--- src/rtl/tcm_dport_pkg.sv ---
// rtl/tcm_dport_pkg.sv - shared types and constants for the TCM data-port buffer
//
// Purpose : request payload layout and op-class decode used by tcm_dport_buf.
// Contents: DPORT_TAG_W, OP_RD / OP_WR / OP_CMO, dport_req_t, dport_op_class().

package tcm_dport_pkg;

    localparam int DPORT_TAG_W = 11;

    // Op-class encoding carried from the FIFO head into the issue stage.
    localparam logic [1:0] OP_RD  = 2'd0;
    localparam logic [1:0] OP_WR  = 2'd1;
    localparam logic [1:0] OP_CMO = 2'd2;

    typedef struct packed {
        logic [31:0]            addr;
        logic [31:0]            wdata;
        logic [3:0]             be;
        logic                   rd;
        logic                   cmo;
        logic [DPORT_TAG_W-1:0] tag;
    } dport_req_t;

    // Any byte enable makes the request a write, even if rd is also set.
    // A request with neither is a cache-maintenance op, which has no SRAM access.
    function automatic logic [1:0] dport_op_class(input dport_req_t req);
        logic [1:0] op;
        if (req.be != 4'b0000) begin
            op = OP_WR;
        end else if (req.rd) begin
            op = OP_RD;
        end else begin
            op = OP_CMO;
        end
        return op;
    endfunction

endpackage

--- src/rtl/dport_req_fifo.sv ---
// rtl/dport_req_fifo.sv - generic synchronous request FIFO
//
// Purpose : DEPTH-entry, WIDTH-bit FIFO with registered occupancy count.
// Ports   : clk, rst (async, active-high)
//           push, push_data  - write side; ignored when full
//           pop, pop_data    - read side; pop_data is the head, ignored when empty
//           count, full, empty
// DEPTH must be a power of two (>= 2) so the pointers wrap naturally.

module dport_req_fifo #(
    parameter int DEPTH = 4,
    parameter int WIDTH = 8
) (
    input  logic                     clk,
    input  logic                     rst,
    input  logic                     push,
    input  logic [WIDTH-1:0]         push_data,
    input  logic                     pop,
    output logic [WIDTH-1:0]         pop_data,
    output logic [$clog2(DEPTH):0]   count,
    output logic                     full,
    output logic                     empty
);

    localparam int PW = $clog2(DEPTH);
    localparam int CW = PW + 1;

    logic [WIDTH-1:0] mem_q [DEPTH];

    logic [PW-1:0] wr_ptr_q, wr_ptr_d;
    logic [PW-1:0] rd_ptr_q, rd_ptr_d;
    logic [CW-1:0] count_q,  count_d;

    logic push_en;
    logic pop_en;

    assign full     = (count_q == CW'(DEPTH));
    assign empty    = (count_q == '0);
    assign count    = count_q;
    assign pop_data = mem_q[rd_ptr_q];

    assign push_en = push & ~full;
    assign pop_en  = pop & ~empty;

    always_comb begin
        wr_ptr_d = wr_ptr_q;
        rd_ptr_d = rd_ptr_q;
        count_d  = count_q;
        if (push_en) begin
            wr_ptr_d = wr_ptr_q + PW'(1);
        end
        if (pop_en) begin
            rd_ptr_d = rd_ptr_q + PW'(1);
        end
        case ({push_en, pop_en})
            2'b10:   count_d = count_q + CW'(1);
            2'b01:   count_d = count_q - CW'(1);
            default: count_d = count_q;
        endcase
    end

    always_ff @(posedge clk or posedge rst) begin
        if (rst) begin
            wr_ptr_q <= '0;
            rd_ptr_q <= '0;
            count_q  <= '0;
        end else begin
            wr_ptr_q <= wr_ptr_d;
            rd_ptr_q <= rd_ptr_d;
            count_q  <= count_d;
        end
    end

    // Payload storage needs no reset: an entry is only read after being written.
    always_ff @(posedge clk) begin
        if (push_en) begin
            mem_q[wr_ptr_q] <= push_data;
        end
    end

endmodule

--- src/rtl/tcm_dport_buf.sv ---
// rtl/tcm_dport_buf.sv - buffered core data port in front of a single-port TCM SRAM
//
// Purpose : queues mem_d_* requests, issues one per cycle to the SRAM from
//           registered outputs, and returns ack / read data / tag in order.
// Ports   : clk, rst (async, active-high)
//           mem_d_*  - core data interface (request in, accept/ack/response out)
//           sram_*   - SRAM macro interface; sram_rdata_i valid the cycle after cs
// Optional: define TCM_DPORT_RANGE_CHECK_EN to reject addresses outside
//           [BASE_ADDR, BASE_ADDR + 2^(AW+2)) with error_o instead of aliasing.
// Latency : accepted at edge N -> SRAM strobe in cycle N+1 -> ack in cycle N+2.

module tcm_dport_buf
    import tcm_dport_pkg::*;
#(
    parameter int          DEPTH     = 4,
    parameter int          AW        = 15,
    parameter int          TAG_W     = DPORT_TAG_W,
    parameter logic [31:0] BASE_ADDR = 32'h8000_0000
) (
    input  logic              clk,
    input  logic              rst,

    input  logic [31:0]       mem_d_addr_i,
    input  logic [31:0]       mem_d_data_wr_i,
    input  logic              mem_d_rd_i,
    input  logic [3:0]        mem_d_wr_i,
    input  logic              mem_d_cacheable_i,
    input  logic [TAG_W-1:0]  mem_d_req_tag_i,
    input  logic              mem_d_invalidate_i,
    input  logic              mem_d_writeback_i,
    input  logic              mem_d_flush_i,
    output logic              mem_d_accept_o,
    output logic              mem_d_ack_o,
    output logic              mem_d_error_o,
    output logic [31:0]       mem_d_data_rd_o,
    output logic [TAG_W-1:0]  mem_d_resp_tag_o,

    output logic              sram_cs_o,
    output logic [3:0]        sram_we_o,
    output logic [AW-1:0]     sram_addr_o,
    output logic [31:0]       sram_wdata_o,
    input  logic [31:0]       sram_rdata_i
);

    localparam int CW    = $clog2(DEPTH) + 1;
    localparam int REQ_W = $bits(dport_req_t);

    // ------------------------------------------------------------------
    // Request FIFO
    // ------------------------------------------------------------------
    logic             req_valid;
    logic             fifo_push;
    logic             fifo_pop;
    logic             fifo_full;
    logic             fifo_empty;
    logic [CW-1:0]    fifo_count;
    dport_req_t       push_req;
    dport_req_t       head_req;
    logic [REQ_W-1:0] fifo_rd_data;

    assign req_valid = mem_d_rd_i | (|mem_d_wr_i) | mem_d_invalidate_i
                     | mem_d_writeback_i | mem_d_flush_i;

    // Accept is purely from the registered count, so the core never sees a
    // combinational path through the pop side.
    assign mem_d_accept_o = (fifo_count < CW'(DEPTH));
    assign fifo_push      = req_valid & mem_d_accept_o;

    // The SRAM never stalls, so the head drains every cycle it exists.
    assign fifo_pop       = ~fifo_empty;

    always_comb begin
        push_req       = '0;
        push_req.addr  = mem_d_addr_i;
        push_req.wdata = mem_d_data_wr_i;
        push_req.be    = mem_d_wr_i;
        push_req.rd    = mem_d_rd_i;
        push_req.cmo   = mem_d_invalidate_i | mem_d_writeback_i | mem_d_flush_i;
        // Tag field is sized by DPORT_TAG_W; TAG_W is expected to match it.
        push_req.tag   = DPORT_TAG_W'(mem_d_req_tag_i);
    end

    dport_req_fifo #(
        .DEPTH (DEPTH),
        .WIDTH (REQ_W)
    ) u_req_fifo (
        .clk       (clk),
        .rst       (rst),
        .push      (fifo_push),
        .push_data (push_req),
        .pop       (fifo_pop),
        .pop_data  (fifo_rd_data),
        .count     (fifo_count),
        .full      (fifo_full),
        .empty     (fifo_empty)
    );

    assign head_req = fifo_rd_data;

    // ------------------------------------------------------------------
    // Head decode and address range check
    // ------------------------------------------------------------------
    logic [1:0]  head_op;
    logic        head_in_range;
    logic        head_err;
    logic [31:0] head_off;

    assign head_op  = dport_op_class(head_req);
    assign head_off = head_req.addr - BASE_ADDR;

`ifdef TCM_DPORT_RANGE_CHECK_EN
    // Offset from BASE_ADDR must fit in the SRAM byte span; addresses below
    // BASE_ADDR wrap to a huge offset and fail the same test.
    assign head_in_range = ((head_off >> (AW + 2)) == 32'd0);
    logic unused_bits;
    assign unused_bits = ^{mem_d_cacheable_i, fifo_full, head_req.cmo,
                           head_req.addr[1:0]};
`else
    // No range check: upper address bits are dropped and the SRAM aliases.
    assign head_in_range = 1'b1;
    logic unused_bits;
    assign unused_bits = ^{mem_d_cacheable_i, fifo_full, head_req.cmo,
                           head_req.addr[1:0], head_req.addr[31:AW+2], head_off};
`endif

    // Cache-maintenance ops never touch the SRAM, so they are never flagged.
    assign head_err = ~head_in_range & (head_op != OP_CMO);

    // ------------------------------------------------------------------
    // Issue stage: registered SRAM strobe
    // ------------------------------------------------------------------
    logic              iss_vld_q,    iss_vld_d;
    logic [1:0]        iss_op_q,     iss_op_d;
    logic              iss_err_q,    iss_err_d;
    logic [TAG_W-1:0]  iss_tag_q,    iss_tag_d;
    logic              sram_cs_q,    sram_cs_d;
    logic [3:0]        sram_we_q,    sram_we_d;
    logic [AW-1:0]     sram_addr_q,  sram_addr_d;
    logic [31:0]       sram_wdata_q, sram_wdata_d;

    always_comb begin
        iss_vld_d    = 1'b0;
        iss_op_d     = OP_CMO;
        iss_err_d    = 1'b0;
        iss_tag_d    = '0;
        sram_cs_d    = 1'b0;
        sram_we_d    = 4'b0000;
        sram_addr_d  = '0;
        sram_wdata_d = '0;
        if (fifo_pop) begin
            iss_vld_d    = 1'b1;
            iss_op_d     = head_op;
            iss_err_d    = head_err;
            iss_tag_d    = TAG_W'(head_req.tag);
            sram_cs_d    = (head_op != OP_CMO) & ~head_err;
            sram_we_d    = (head_op == OP_WR && !head_err) ? head_req.be : 4'b0000;
            sram_addr_d  = head_req.addr[AW+1:2];
            sram_wdata_d = head_req.wdata;
        end
    end

    always_ff @(posedge clk or posedge rst) begin
        if (rst) begin
            iss_vld_q    <= 1'b0;
            iss_op_q     <= OP_CMO;
            iss_err_q    <= 1'b0;
            iss_tag_q    <= '0;
            sram_cs_q    <= 1'b0;
            sram_we_q    <= 4'b0000;
            sram_addr_q  <= '0;
            sram_wdata_q <= '0;
        end else begin
            iss_vld_q    <= iss_vld_d;
            iss_op_q     <= iss_op_d;
            iss_err_q    <= iss_err_d;
            iss_tag_q    <= iss_tag_d;
            sram_cs_q    <= sram_cs_d;
            sram_we_q    <= sram_we_d;
            sram_addr_q  <= sram_addr_d;
            sram_wdata_q <= sram_wdata_d;
        end
    end

    assign sram_cs_o    = sram_cs_q;
    assign sram_we_o    = sram_we_q;
    assign sram_addr_o  = sram_addr_q;
    assign sram_wdata_o = sram_wdata_q;

    // ------------------------------------------------------------------
    // Response stage
    // ------------------------------------------------------------------
    logic             rsp_ack_q, rsp_ack_d;
    logic             rsp_err_q, rsp_err_d;
    logic             rsp_rd_q,  rsp_rd_d;
    logic [TAG_W-1:0] rsp_tag_q, rsp_tag_d;

    always_comb begin
        rsp_ack_d = iss_vld_q;
        rsp_err_d = iss_vld_q & iss_err_q;
        rsp_rd_d  = iss_vld_q & (iss_op_q == OP_RD) & ~iss_err_q;
        rsp_tag_d = iss_vld_q ? iss_tag_q : '0;
    end

    always_ff @(posedge clk or posedge rst) begin
        if (rst) begin
            rsp_ack_q <= 1'b0;
            rsp_err_q <= 1'b0;
            rsp_rd_q  <= 1'b0;
            rsp_tag_q <= '0;
        end else begin
            rsp_ack_q <= rsp_ack_d;
            rsp_err_q <= rsp_err_d;
            rsp_rd_q  <= rsp_rd_d;
            rsp_tag_q <= rsp_tag_d;
        end
    end

    // SRAM read data arrives in the ack cycle, so it is steered straight out
    // rather than registered again, keeping the two-cycle latency.
    assign mem_d_ack_o      = rsp_ack_q;
    assign mem_d_error_o    = rsp_err_q;
    assign mem_d_resp_tag_o = rsp_tag_q;
    assign mem_d_data_rd_o  = rsp_rd_q ? sram_rdata_i : 32'd0;

endmodule

--- config.mk ---
export PLATFORM = sky130hd
export DESIGN_NAME = tcm_dport_buf
export DESIGN_NICKNAME = d
export VERILOG_FILES = /design/src/rtl/tcm_dport_pkg.sv /design/src/rtl/dport_req_fifo.sv /design/src/rtl/tcm_dport_buf.sv
export SDC_FILE = /design/constraint.sdc
export NUM_CORES = 1
export LEC_CHECK = 0
export CORE_ASPECT_RATIO = 1.25
export CORE_UTILIZATION = 52
export DETAILED_ROUTE_END_ITERATION = 8
export GPL_TIMING_DRIVEN = 0
export HOLD_SLACK_MARGIN = 0.03
export PLACE_DENSITY_LB_ADDON = 0.1
export SYNTH_ARGS = -nofsm -noshare
export SYNTH_HDL_FRONTEND = slang
export SYNTH_SLANG_ARGS = --single-unit
--- constraint.sdc ---
create_clock -name clk -period 3.4 [get_ports clk]
set_input_delay 0.68 -clock clk [delete_from_list [all_inputs] [get_ports clk]]
set_output_delay 0.68 -clock clk [all_outputs]
set_load 0.01 [all_outputs]
==> impl_metrics.ini <==
[power]
leakage_nw = 5.56
power_frac_seq = 0.458
ir_drop_mv = 0.554
p_int_mw = 10.7
swShare = 0.268
combPwrFrac = 0.308
p_switching_mw = 3.93
finalPower_mw = 14.6
clkPwrFrac = 0.234
powerDensity_mw_per_mm2 = 932

[critical_path]
cp.arrival_ps = 3570
crit_slowest_cell = nor4_1
crit_fanout = 9
critPathKind = in2reg
crit_family = simple AND/OR/NAND/NOR gates
worst-path-buf-inv = 2
critPathLaunchType = input pin
cpPeakStageDelay_ps = 820
required_ps = 3820
regToRegSetupSlack_ps = 1200
cp-end-kind = register
crit_chain = clkdlybuf4s50_1, nor4_1, a21oi_1, or2_2, fa_1, inv_1, o21ai_0, nand2_1

[timing]
setup_viol = 0
rsz0062_at_grt = false
fin_crit_ps = 3150
fin_skew_ps = 6.90
worst_pin_slew_ps = 907
final.setup.tns_ps = 0
fmax_ghz = 0.317
setup_slack_ps = 249
hold_violations = 0
slew_viol_final = 0
slew_headroom = 0.390
fin_crit_sh = 0.927
hold_ws_ps = 397

[layout]
drive_above_1_share = 0.160
fin_nets = 935
fillCellCount = 1492
fin_cells = 1124
final_util = 0.682
diodes = 0
fin_area_mm2 = 0.0157
syn2layout_area_growth_pct = 28.7

[yosys]
synth_simple_gate_area_frac = 0.0618
ys_types = 30
syn_nets = 702
yosys_warnings = 0
synth-compound-area-share = 0.00594
syn_area_per_cell_um2 = 21.1
synth_xor_area_frac = 0.00215
netlist_area_mm2 = 0.0122
synth_top_family_by_area = multiplexers
synth-adder-area-share = 0.00574
synth_mux_area_frac = 0.116
ys_ff_latch = 338
syn_inst = 579
seq_area_frac_synth = 0.796

[global_routing]
grt_pass1_vias = 6598
grt_max_degree = 55
antenna_found_initial = 0
grt_util_all_layers = 0.197
grt_overflow_total = 0
grt_pass1_wl_um = 36100

[placed_design]
gp_congestion = 0.774
hpwlAfterDp_um = 14100
io_buffer_count = 196
dpl.cell_count = 1068
place_ws_ps = -522
place_area_mm2 = 0.0147

[floorplan]
die_area_mm2 = 0.0241
io_pins = 216
initial_core_util = 0.530
rows = 62
fp.dieW_um = 139
core-area_mm2 = 0.0230
die_h_um = 173

[clock_tree]
cts.reportedPaths.clkPinSlew_ps = 60
clk_latency_ps = 540
cts_tree = done
post_cts_buffers = 0
clockRootBuffer = clkbuf_16
htreeDepth = 1
cts_hold_buffers = 0
clock_path_buffers = 3
clkSinkCount = 338
cts_buffers = 30

[detailed_routing]
wl_met1_um = 8830
route.top_layer_used = met4
wl_met3_um = 1290
vias = 6014
viasPerCell = 5.35
drt_pre_antenna_iters = 9
postRouteAntennaNets = 0
routedWlPerCell_um = 20.0
wl_met2_um = 12000
drc = 21
drtIter0Drc = 361
routed_wl_um = 22500

[outcome]
violations = DRC
status = finished with violations

[hold_path]
min_path_type = reg2reg

[flow_run]
cap_viol_max_count = 0
-- logic make-up (layout without fill, tap and decap cells) --
| family | count (synthesis) | count (layout) |
|---|---|---|
| fa+ha+maj | 5 | 5 |
| buf+inv | 35 | 292 |
| flops | 338 | 338 |
| other cells | 1 | 1 |
| simple gates | 122 | 122 |
| mux | 63 | 63 |
| compound gates | 12 | 12 |
| xor+xnor | 3 | 3 |
-- cell usage in the layout (no fill, tap or decap), types with 2 or more instances in the layout --
master           instances
a21oi_1                  3
and2_1                  44
and2_4                   4
buf_16                   5
buf_2                    6
bufinv_16                3
clkbuf_1                26
clkbuf_16               31
clkbuf_8                 7
clkdlybuf4s50_1        196
clkinv_1                 2
clkinv_2                 4
dfrtp_1                 85
edfxtp_1               252
ha_1                     4
inv_1                    7
mux4_2                  63
nand2_1                  5
nor2b_1                 62
o21ai_0                  4
xnor2_1                  3
-- synthesized netlist by cell type (all sizes together) --
library cell	instances	area, µm²
dfstp	1	26.3
and2	48	300
o22ai	1	6.26
a31oi	1	6.26
fa	1	20.0
conb	1	3.75
edfxtp	252	7570
nand2	5	18.8
nand3	1	5.00
nor2b	62	388
nor3b	1	7.51
o21ai	5	28.8
nor3	1	5.00
a31o	1	8.76
or4	1	11.3
xnor2	3	26.3
nor4	2	12.5
a21oi	3	15.0
o211ai	1	7.51
mux4	63	1420
inv	9	33.8
buf	8	48.8
or2	1	6.26
dfrtp	85	2130
clkbuf	18	67.6
ha	4	50.1
-- state kept, by name (all words and copies together) (netlist names) --
signal / count
u_req_fifo.count: 3
sram_addr_o: 15
mem_d_resp_tag_o: 11
mem_d_ack_o: 1
u_req_fifo.rd_ptr_q: 2
iss_tag_q: 11
iss_vld_q: 1
u_req_fifo.wr_ptr_q: 2
sram_cs_o: 1
iss_op_q: 2
u_req_fifo.mem_q: 252
sram_wdata_o: 32
rsp_rd_q: 1
sram_we_o: 4
-- what timing repair did --
action | 4_1_cts | 5_1_grt
endpoints found under the setup margin | 0 | 1
gates resized for setup | 0 | 1
endpoints found under the hold margin | 0 | 0
-- path summary, 6_finish.rpt --
path	from	endpoint	cells past startpoint
worst max-delay path	mem_d_wr_i[1]	u_req_fifo.count[1]$_DFFE_PP0P_	8
worst min-delay path	iss_op_q[0]$_DFF_PP0_	rsp_rd_q$_DFF_PP0_	1
worst max register to register	u_req_fifo.count[2]$_DFFE_PP0P_	u_req_fifo.count[1]$_DFFE_PP0P_	7
worst min register to register	iss_op_q[0]$_DFF_PP0_	rsp_rd_q$_DFF_PP0_	1
max in group asynchronous	rst	iss_op_q[1]$_DFF_PP1_	3
min in group asynchronous	rst	sram_wdata_o[5]$_DFF_PP0_	2
-- cell type report --
| class | count | area, µm² | area share |
|---|---|---|---|
| Buffer | 26 | 116 | 0.00740 |
| Clock buffer | 46 | 902 | 0.0574 |
| Clock inverter | 10 | 125 | 0.00796 |
| Inverter | 9 | 36.3 | 0.00231 |
| Multi-Input combinational cell | 206 | 2360 | 0.150 |
| Sequential cell | 338 | 9720 | 0.618 |
| Tap cell | 288 | 360 | 0.0229 |
| Timing Repair Buffer | 201 | 2100 | 0.134 |
-- metal layers --
layer / global-route usage / vias up
met3: 0.0409 / 39
li1: - / 2681
met5: 0 / -
met2: 0.360 / 187
met4: 0.0523 / 0
met1: 0.236 / 3107
-- power groups by stage --
stage	sequential, mW	combinational [mW]	clock (mW)
floorplan	6.93	2.42	0
global placement	6.87	4.34	0
detailed placement	6.81	4.61	0
CTS	6.74	4.64	3.50
global route	6.85	4.91	3.65
finish	6.71	4.51	3.42
(Power assumes the default switching activity.)
